==> config.mk <==
export PLATFORM = sky130hd
export DESIGN_NAME = led_cnt_multi
export DESIGN_NICKNAME = d
export VERILOG_FILES = /design/src/rtl/led_cnt_multi.sv
export SDC_FILE = /design/constraint.sdc
export NUM_CORES = 1
export LEC_CHECK = 0
export ABC_AREA = 1
export BUFFER_PORTS_ARGS = -buffer_cell sky130_fd_sc_hd__buf_4
export CELL_PAD_IN_SITES_DETAIL_PLACEMENT = 0
export CELL_PAD_IN_SITES_GLOBAL_PLACEMENT = 1
export CORE_MARGIN = 2
export CORE_UTILIZATION = 52
export DETAILED_ROUTE_END_ITERATION = 8
export PLACE_DENSITY = 0.87
export SLEW_MARGIN = 10
export SYNTH_ARGS = -nofsm -noshare
export SYNTH_HDL_FRONTEND = slang
export SYNTH_HIERARCHICAL = 1
export SYNTH_SLANG_ARGS = --single-unit
==> constraint.sdc <==
create_clock -name clk100 -period 4.2 [get_ports clk100]
set_input_delay 0.21 -clock clk100 [delete_from_list [all_inputs] [get_ports clk100]]
set_output_delay 0.21 -clock clk100 [all_outputs]
set_load 0.01 [all_outputs]
==> src/rtl/led_cnt_multi.sv <==
// led_cnt_multi: multi-channel LED blink/pulse controller with one shared iterative divider.
// Optional macro LED_CNT_INV_EN adds led_inv_i, XORed onto led_o after the output register.

module led_cnt_div #(
   parameter int CLK_HZ  = 100000000,
   parameter int DIV_W   = 5,
   parameter int DIV_MAX = 20,
   parameter int CH_W    = 2,
   parameter int CNT_W   = 27
) (
   input  logic             clk100,
   input  logic             rst_n,
   input  logic             i_wr_en,
   input  logic [CH_W-1:0]  i_wr_ch,
   input  logic [1:0]       i_wr_mode,
   input  logic [DIV_W-1:0] i_wr_div,
   output logic             o_ready,
   output logic             o_commit,
   output logic [CH_W-1:0]  o_ch,
   output logic [1:0]       o_mode,
   output logic [CNT_W-1:0] o_quo
);
   // state    | meaning
   // S_IDLE   | ready, waiting for an accepted write
   // S_DIV    | one restoring quotient bit per edge, MSB first
   // S_COMMIT | quotient valid, o_commit loads the target channel this edge

   typedef enum logic [1:0] {S_IDLE, S_DIV, S_COMMIT} state_t;

   localparam int STEP_W = $clog2(CNT_W + 1);
   localparam logic [STEP_W-1:0] STEP_LAST = STEP_W'(CNT_W - 1);
   localparam logic [CNT_W-1:0]  HZ_V      = CNT_W'(CLK_HZ);

   state_t             r_state;
   logic               r_ready;
   logic               r_commit;
   logic [STEP_W-1:0]  r_step;
   logic [DIV_W-1:0]   r_rem;
   logic [DIV_W-1:0]   r_div;
   logic [CNT_W-1:0]   r_dq;
   logic [CH_W-1:0]    r_ch;
   logic [1:0]         r_mode;

   logic [DIV_W-1:0]   w_div_eff;
   logic [DIV_W:0]     w_rsh;
   logic [DIV_W:0]     w_diff;
   logic [DIV_W:0]     w_rem_full;
   logic               w_ge;
   logic               w_unused;

   assign w_div_eff  = ((i_wr_div == '0) || (32'(i_wr_div) > DIV_MAX)) ? DIV_W'(1) : i_wr_div;

   // r_dq starts as the dividend and fills with quotient bits as it shifts left
   assign w_rsh      = {r_rem, r_dq[CNT_W-1]};
   assign w_ge       = (w_rsh >= {1'b0, r_div});
   assign w_diff     = w_rsh - {1'b0, r_div};
   assign w_rem_full = w_ge ? w_diff : w_rsh;
   assign w_unused   = w_rem_full[DIV_W];

   always_ff @(posedge clk100 or negedge rst_n) begin
      if (!rst_n) begin
         r_state  <= S_IDLE;
         r_ready  <= 1'b1;
         r_commit <= 1'b0;
         r_step   <= '0;
         r_rem    <= '0;
         r_div    <= '0;
         r_dq     <= '0;
         r_ch     <= '0;
         r_mode   <= '0;
      end else begin
         r_commit <= 1'b0;
         case (r_state)
            S_IDLE: begin
               if (i_wr_en) begin
                  r_state <= S_DIV;
                  r_ready <= 1'b0;
                  r_ch    <= i_wr_ch;
                  r_mode  <= i_wr_mode;
                  r_div   <= w_div_eff;
                  r_dq    <= HZ_V;
                  r_rem   <= '0;
                  r_step  <= STEP_LAST;
               end
            end
            S_DIV: begin
               r_dq  <= {r_dq[CNT_W-2:0], w_ge};
               r_rem <= w_rem_full[DIV_W-1:0];
               if (r_step == '0) begin
                  r_state  <= S_COMMIT;
                  r_commit <= 1'b1;
               end else begin
                  r_step <= r_step - STEP_W'(1);
               end
            end
            S_COMMIT: begin
               r_state <= S_IDLE;
               r_ready <= 1'b1;
            end
            default: r_state <= S_IDLE;
         endcase
      end
   end

   assign o_ready  = r_ready;
   assign o_commit = r_commit;
   assign o_ch     = r_ch;
   assign o_mode   = r_mode;
   assign o_quo    = r_dq;
endmodule

module led_cnt_ch #(
   parameter int CLK_HZ   = 100000000,
   parameter int RST_MODE = 2,
   parameter int CNT_W    = 27
) (
   input  logic             clk100,
   input  logic             rst_n,
   input  logic             i_commit,
   input  logic [1:0]       i_mode,
   input  logic [CNT_W-1:0] i_cnt_max,
   input  logic             i_sync,
   output logic             o_led
);
   // state   | meaning
   // M_OFF   | led low, counter parked at 0
   // M_ON    | led high, counter parked at 0
   // M_BLINK | led toggles every cnt_max+1 cycles
   // M_PULSE | led high for cnt_max+1 cycles, then drops to M_OFF

   typedef enum logic [1:0] {M_OFF = 2'd0, M_ON = 2'd1, M_BLINK = 2'd2, M_PULSE = 2'd3} mode_t;

   localparam mode_t            RST_M   = mode_t'(2'(RST_MODE));
   localparam logic             RST_LED = (RST_MODE == 1) || (RST_MODE == 3);
   localparam logic [CNT_W-1:0] HZ_V    = CNT_W'(CLK_HZ);

   mode_t            r_mode;
   logic [CNT_W-1:0] r_cnt_max;
   logic [CNT_W-1:0] r_cnt;
   logic             r_led;
   logic             w_tc;

   assign w_tc = (r_cnt == r_cnt_max);

   always_ff @(posedge clk100 or negedge rst_n) begin
      if (!rst_n) begin
         r_mode    <= RST_M;
         r_cnt_max <= HZ_V;
         r_cnt     <= '0;
         r_led     <= RST_LED;
      end else if (i_commit) begin
         r_mode    <= mode_t'(i_mode);
         r_cnt_max <= i_cnt_max;
         r_cnt     <= '0;
         r_led     <= (i_mode == M_ON) || (i_mode == M_PULSE);
      end else if (i_sync) begin
         // a running pulse restarts its full width with led still high
         r_cnt <= '0;
         if (r_mode == M_BLINK) r_led <= 1'b0;
      end else begin
         case (r_mode)
            M_OFF: begin
               r_led <= 1'b0;
               r_cnt <= '0;
            end
            M_ON: begin
               r_led <= 1'b1;
               r_cnt <= '0;
            end
            M_BLINK: begin
               if (w_tc) begin
                  r_cnt <= '0;
                  r_led <= ~r_led;
               end else begin
                  r_cnt <= r_cnt + CNT_W'(1);
               end
            end
            M_PULSE: begin
               if (w_tc) begin
                  r_cnt  <= '0;
                  r_led  <= 1'b0;
                  r_mode <= M_OFF;
               end else begin
                  r_cnt <= r_cnt + CNT_W'(1);
               end
            end
            default: r_mode <= M_OFF;
         endcase
      end
   end

   assign o_led = r_led;
endmodule

module led_cnt_multi #(
   parameter int NUM_CH   = 4,
   parameter int CLK_HZ   = 100000000,
   parameter int DIV_W    = 5,
   parameter int DIV_MAX  = 20,
   parameter int RST_MODE = 2,
   localparam int CH_W    = (NUM_CH > 1) ? $clog2(NUM_CH) : 1,
   localparam int CNT_W   = $clog2(CLK_HZ + 1)
) (
   input  logic              clk100,
   input  logic              rst_n,
   input  logic              wr_en,
   input  logic [CH_W-1:0]   wr_ch,
   input  logic [1:0]        wr_mode,
   input  logic [DIV_W-1:0]  wr_div,
   output logic              wr_ready,
   input  logic              sync_i,
`ifdef LED_CNT_INV_EN
   input  logic [NUM_CH-1:0] led_inv_i,
`endif
   output logic [NUM_CH-1:0] led_o
);
   logic              w_commit;
   logic [CH_W-1:0]   w_ch;
   logic [1:0]        w_mode;
   logic [CNT_W-1:0]  w_quo;
   logic [NUM_CH-1:0] w_led;

   led_cnt_div #(
      .CLK_HZ  (CLK_HZ),
      .DIV_W   (DIV_W),
      .DIV_MAX (DIV_MAX),
      .CH_W    (CH_W),
      .CNT_W   (CNT_W)
   ) u_div (
      .clk100    (clk100),
      .rst_n     (rst_n),
      .i_wr_en   (wr_en),
      .i_wr_ch   (wr_ch),
      .i_wr_mode (wr_mode),
      .i_wr_div  (wr_div),
      .o_ready   (wr_ready),
      .o_commit  (w_commit),
      .o_ch      (w_ch),
      .o_mode    (w_mode),
      .o_quo     (w_quo)
   );

   // a channel index >= NUM_CH matches no instance, so the write is dropped
   for (genvar i = 0; i < NUM_CH; i++) begin : g_ch
      logic w_commit_ch;
      assign w_commit_ch = w_commit && (w_ch == CH_W'(i));

      led_cnt_ch #(
         .CLK_HZ   (CLK_HZ),
         .RST_MODE (RST_MODE),
         .CNT_W    (CNT_W)
      ) u_ch (
         .clk100    (clk100),
         .rst_n     (rst_n),
         .i_commit  (w_commit_ch),
         .i_mode    (w_mode),
         .i_cnt_max (w_quo),
         .i_sync    (sync_i),
         .o_led     (w_led[i])
      );
   end

`ifdef LED_CNT_INV_EN
   assign led_o = w_led ^ led_inv_i;
`else
   assign led_o = w_led;
`endif
endmodule
==> run summary <==
The run finished with clean final reports. The post-synthesis register bit count works out to 278. The internal power component came out at 6.00 mW. Total core area: 0.0285 sq mm.

The library cells used most frequently in the layout, excluding fill and tap cells, are 600 x sky130_fd_sc_hd__nand2_1, 225 x sky130_fd_sc_hd__dfrtp_1, 218 x sky130_fd_sc_hd__inv_1. For the max-slew headroom at the worst pin, the log shows 51.4%. Dominant synthesized flop cell: sky130_fd_sc_hd__dfrtp_1. The worst hold path begins at wr_en. Routed via count divided by cell count: 5.10. Wires add up to 35400 um. The run gives 0 as the total count of max-transition violations in the final report. The first TritonRoute pass finished after 4 iterations.

The tree is rooted in a sky130_fd_sc_hd__clkbuf_16. The tools report the number of fill cells as 2708. Among all stages on the critical path, the largest delay is contributed by sky130_fd_sc_hd__clkinv_1. The via count of the first global-routing pass was 11400. The H-tree depth reported by CTS was 1; the clock period minus worst slack was 2250 ps. Summed over all layers, the global routing overflow is 0. STA classifies the critical path startpoint as a register. The first-iteration detailed-routing DRC count was 809; the count of port buffers added during placement was 17.

Excluding fillers, the count of instances in the completed layout stands at 2306. TritonCTS built the clock tree. The worst setup path is captured at a register. In this run the biggest area consumer among cell types represents 37.5% of the synthesized area. In the global route stage, met3 resource usage came out at 2.84%.

The run gives 24700 um as the half-perimeter wire length after placement. The floorplan step set the die width to 174 um. The tools report the top achievable clock speed as 445 MHz. IR analysis of the VDD net gives a maximum drop of 0.441 mV. The clock network is responsible for 28.1% of the overall power. The wire length of the first global-routing pass was 59200 um.

The category of the most critical setup path was reg -> reg. The portion of the clock cycle consumed by the worst path in the final layout is 53.6%, and the power density normalized to cell area is 575 mW/mm^2. The global placement routability congestion was 0.855; the final count of negative-setup-slack endpoints was 0.

The routing usage on met1 was 35.1%. The run gives 0 as the number of hold violations in the final report. The tools report the reg-to-reg critical path startpoint as u_div/o_ch[0]. Switching share of power: 37.0%. After detailed routing, the average wire length per cell comes to 15.4 um.

In the final layout, the multi-input gates occupy 0.00684 sq mm. After global routing, the most crowded layer is met2. For hold timing, the worst endpoint is u_div/o_quo[4].

Number of enable flip-flop cells after synthesis: 0. In this design, the largest share of critical-path delay is due to simple AND/OR/NAND/NOR gates. The most common cell after layout, fill and taps aside is sky130_fd_sc_hd__nand2_1. The register area was 0.00702 sq mm. The worst stage delay on the critical path works out to 470 ps.

The average instance area after synthesis is 8.03 sq um, and the total CTS buffers is 31. The number of placement rows is 62, and the number of nets with antenna violations after routing is 0. Counting stages on the worst path, the most repeated cell is sky130_fd_sc_hd__nand2_1.

The number of top-level pins is 18. Setup repair after global routing left no endpoint under its margin. The Yosys step of the flow raised 6 warnings. The capture point of the worst reg-to-reg path was g_ch[1].u_ch/o_led.

The tools report the data arrival at the endpoint of the critical path as 2700 ps. The power share of the combinational group was 27.6%; the fraction of power consumed by sequential logic was 44.3%. The setup skew after layout is 23.2 ps.

Across every metal layer, demand over resource in global routing totals 24.2%. The buffer levels on the longest clock path was 3; the number of gates given a new drive strength after cts was 0. The number of different library cells used by synthesis comes to 41. Compared with the post-synthesis result, the final layout area differs by 10.3%. The clock transition at the register clock pins on the worst setup and hold paths after CTS came out at 60 ps. The fraction of final layout cells with drive strength greater than 1 is 13.5%, and the total nets after synthesis is 1907.

For the effective utilization at floorplan, the log shows 52.6%. The die boundary height is 174 um. In this run, post-CTS hold repair placed 11 buffers. The clock reaches the later pin of the worst-skew pair after 570 ps. For the mapped cell area, the log shows 0.0150 sq mm. Walking the worst path, the cells encountered are nand2_1 > nor2_2 > buf_4 > clkinv_1 > nand3_1 > nand2_1 > nand2_1 > nand2_1. The worst register-to-register path has a depth of 8. The vias after detailed routing is 11800, and the leakage dissipation is 7.56 nW.

Synthesis handed over a netlist of 1871 instances. The initial antenna violation count was 1. The run gives 278 as the clock sink total. The net switching power was 3.52 mW. The instance count along the most critical hold path was 4; the slew of the pin with the lowest slew margin was 728 ps. The synthesized design spends more area on one cell type than any other, namely sky130_fd_sc_hd__dfrtp_1.

The fraction of registers with async set or reset after synthesis works out to 100%. Ranked by total cell area, the synthesized netlist is headed by sky130_fd_sc_hd__dfrtp_1 37%, sky130_fd_sc_hd__nand2_1 15%, sky130_fd_sc_hd__dfstp_2 9.3%, sky130_fd_sc_hd__inv_1 5.4%, sky130_fd_sc_hd__nor2_1 5.0%. The total of max-cap violations is 0, and the endpoint required time on the critical path is 4650 ps. After detailed routing, the number of remaining DRC violations is 0. For the setup TNS, the log shows 0 ps.

The number of placed instances, taps included, is 2236. Entering global routing, the biggest net connects 102 pins. The number of setup buffers added after CTS came out at 0. For the portion of the post-synthesis area used by sequential elements, the log shows 46.8%.

The critical-path maximum fanout works out to 31. The number of buffers and inverters on the critical path is 2. Cells fill 58.0% of the core in the end.

Global routing consumed, on the met2 layer, 38.9% of the routing resources. The die covers 0.0303 sq mm. The tightest min-delay check is of the in -> reg type.

For the count of nets after finishing, the log shows 1932. For the flop-to-flop setup slack, the log shows 1950 ps.
[stage by stage]
stage	cell area, sq um	hold slack, ps	power (mW)	setup WS [ps]
floorplan	15000	-85.6	5.99	2460
global route	16600	80.8	10.2	1600
global placement	15500	285	6.79	1980
detailed placement	15500	283	6.88	1960
CTS	16600	51.7	9.60	1940
finish	16600	68.2	9.53	1950
[sequential cells by signal, indices dropped and copies added (netlist names), 4 cells and up]
| register | count |
|---|---|
| u_div/r_rem | 5 |
| g_ch.u_ch/r_cnt | 108 |
| g_ch.u_ch/r_cnt_max | 108 |
| u_div/o_quo | 27 |
| g_ch.u_ch/r_mode | 8 |
| g_ch.u_ch/o_led | 4 |
| u_div/r_step | 5 |
| u_div/r_div | 5 |
[per-layer routing]
layer / routed length [um] / share of wire [%]
met1: 16600 / 47
met2: 16400 / 46
met3: 1630 / 4.6
met4: 775 / 2.2
met5: 0 / 0
[Yosys cell counts (8+ instances only)]
library cell               number
sky130_fd_sc_hd__nand2_4       14
sky130_fd_sc_hd__o22ai_1       15
sky130_fd_sc_hd__nor4_1         8
sky130_fd_sc_hd__buf_2          9
sky130_fd_sc_hd__nor2_2        13
sky130_fd_sc_hd__inv_1        218
sky130_fd_sc_hd__buf_6         13
sky130_fd_sc_hd__nand2_1      600
sky130_fd_sc_hd__a31oi_1       21
sky130_fd_sc_hd__nor3_1        40
sky130_fd_sc_hd__o21ai_0       63
sky130_fd_sc_hd__xor2_1        42
sky130_fd_sc_hd__inv_2         11
sky130_fd_sc_hd__o31ai_1        8
sky130_fd_sc_hd__nand3_2        9
sky130_fd_sc_hd__a22oi_2       10
sky130_fd_sc_hd__nor2_4        25
sky130_fd_sc_hd__clkbuf_1      20
sky130_fd_sc_hd__nand4_1       18
sky130_fd_sc_hd__dfstp_2       53
sky130_fd_sc_hd__nand2_2       13
sky130_fd_sc_hd__ha_1          22
sky130_fd_sc_hd__nor2_1       202
sky130_fd_sc_hd__nand3_1       74
sky130_fd_sc_hd__dfrtp_1      225
sky130_fd_sc_hd__nor3_2        16
sky130_fd_sc_hd__a21oi_1       11
sky130_fd_sc_hd__xnor2_1       64
[area by class of cell]
type / instances / share of cell area (%)
antenna: 1 / 0.0151
clock buffer: 44 / 5.16
clock inverter: 14 / 0.914
inverter: 239 / 5.47
multi-input combinational: 1312 / 41.3
sequential: 278 / 42.4
tap: 384 / 2.90
timing repair buffer: 34 / 1.90
[logic make-up after synthesis]
group / synth area share, %
AOI/OAI and AO/OA: 5.71
xor gates and xnor gates: 6.18
and+or+nand+nor: 31.6
DFF: 46.8
adders and majority gates: 1.97
buffers and inverters: 7.81
[how the worst max path moves through the flow]
stage	from	to	slack (ps)	cells after the start
after floorplan	u_div/o_quo[26]	u_div/r_rem[3]	2460	11
after global placement	u_div/o_ch[0]	g_ch[1].u_ch/o_led	1980	8
after detailed placement	u_div/o_ch[0]	g_ch[1].u_ch/o_led	1960	8
after CTS	u_div/o_ch[0]	g_ch[1].u_ch/o_led	1940	8
after global routing	u_div/o_ch[0]	g_ch[1].u_ch/o_led	1600	8
final	u_div/o_ch[0]	g_ch[1].u_ch/o_led	1950	8
[tightest hold or removal path: cells and delay by family]
| family | cells | cell delay [ps] |
|---|---|---|
| AND/OR/NAND/NOR | 2 | 210 |
| buffers and inverters | 1 | 90 |
| AO/OA/AOI/OAI | 1 | 80 |
[power groups by stage]
| stage | Clock [mW] | Combinational, mW | Sequential [mW] |
|---|---|---|---|
| CTS | 2.75 | 2.64 | 4.21 |
| floorplan | 0 | 2.13 | 3.86 |
| detailed placement | 0 | 2.62 | 4.25 |
| global placement | 0 | 2.54 | 4.25 |
| global route | 2.86 | 3.05 | 4.28 |
| finish | 2.68 | 2.62 | 4.22 |
(Power assumes the default switching activity.)
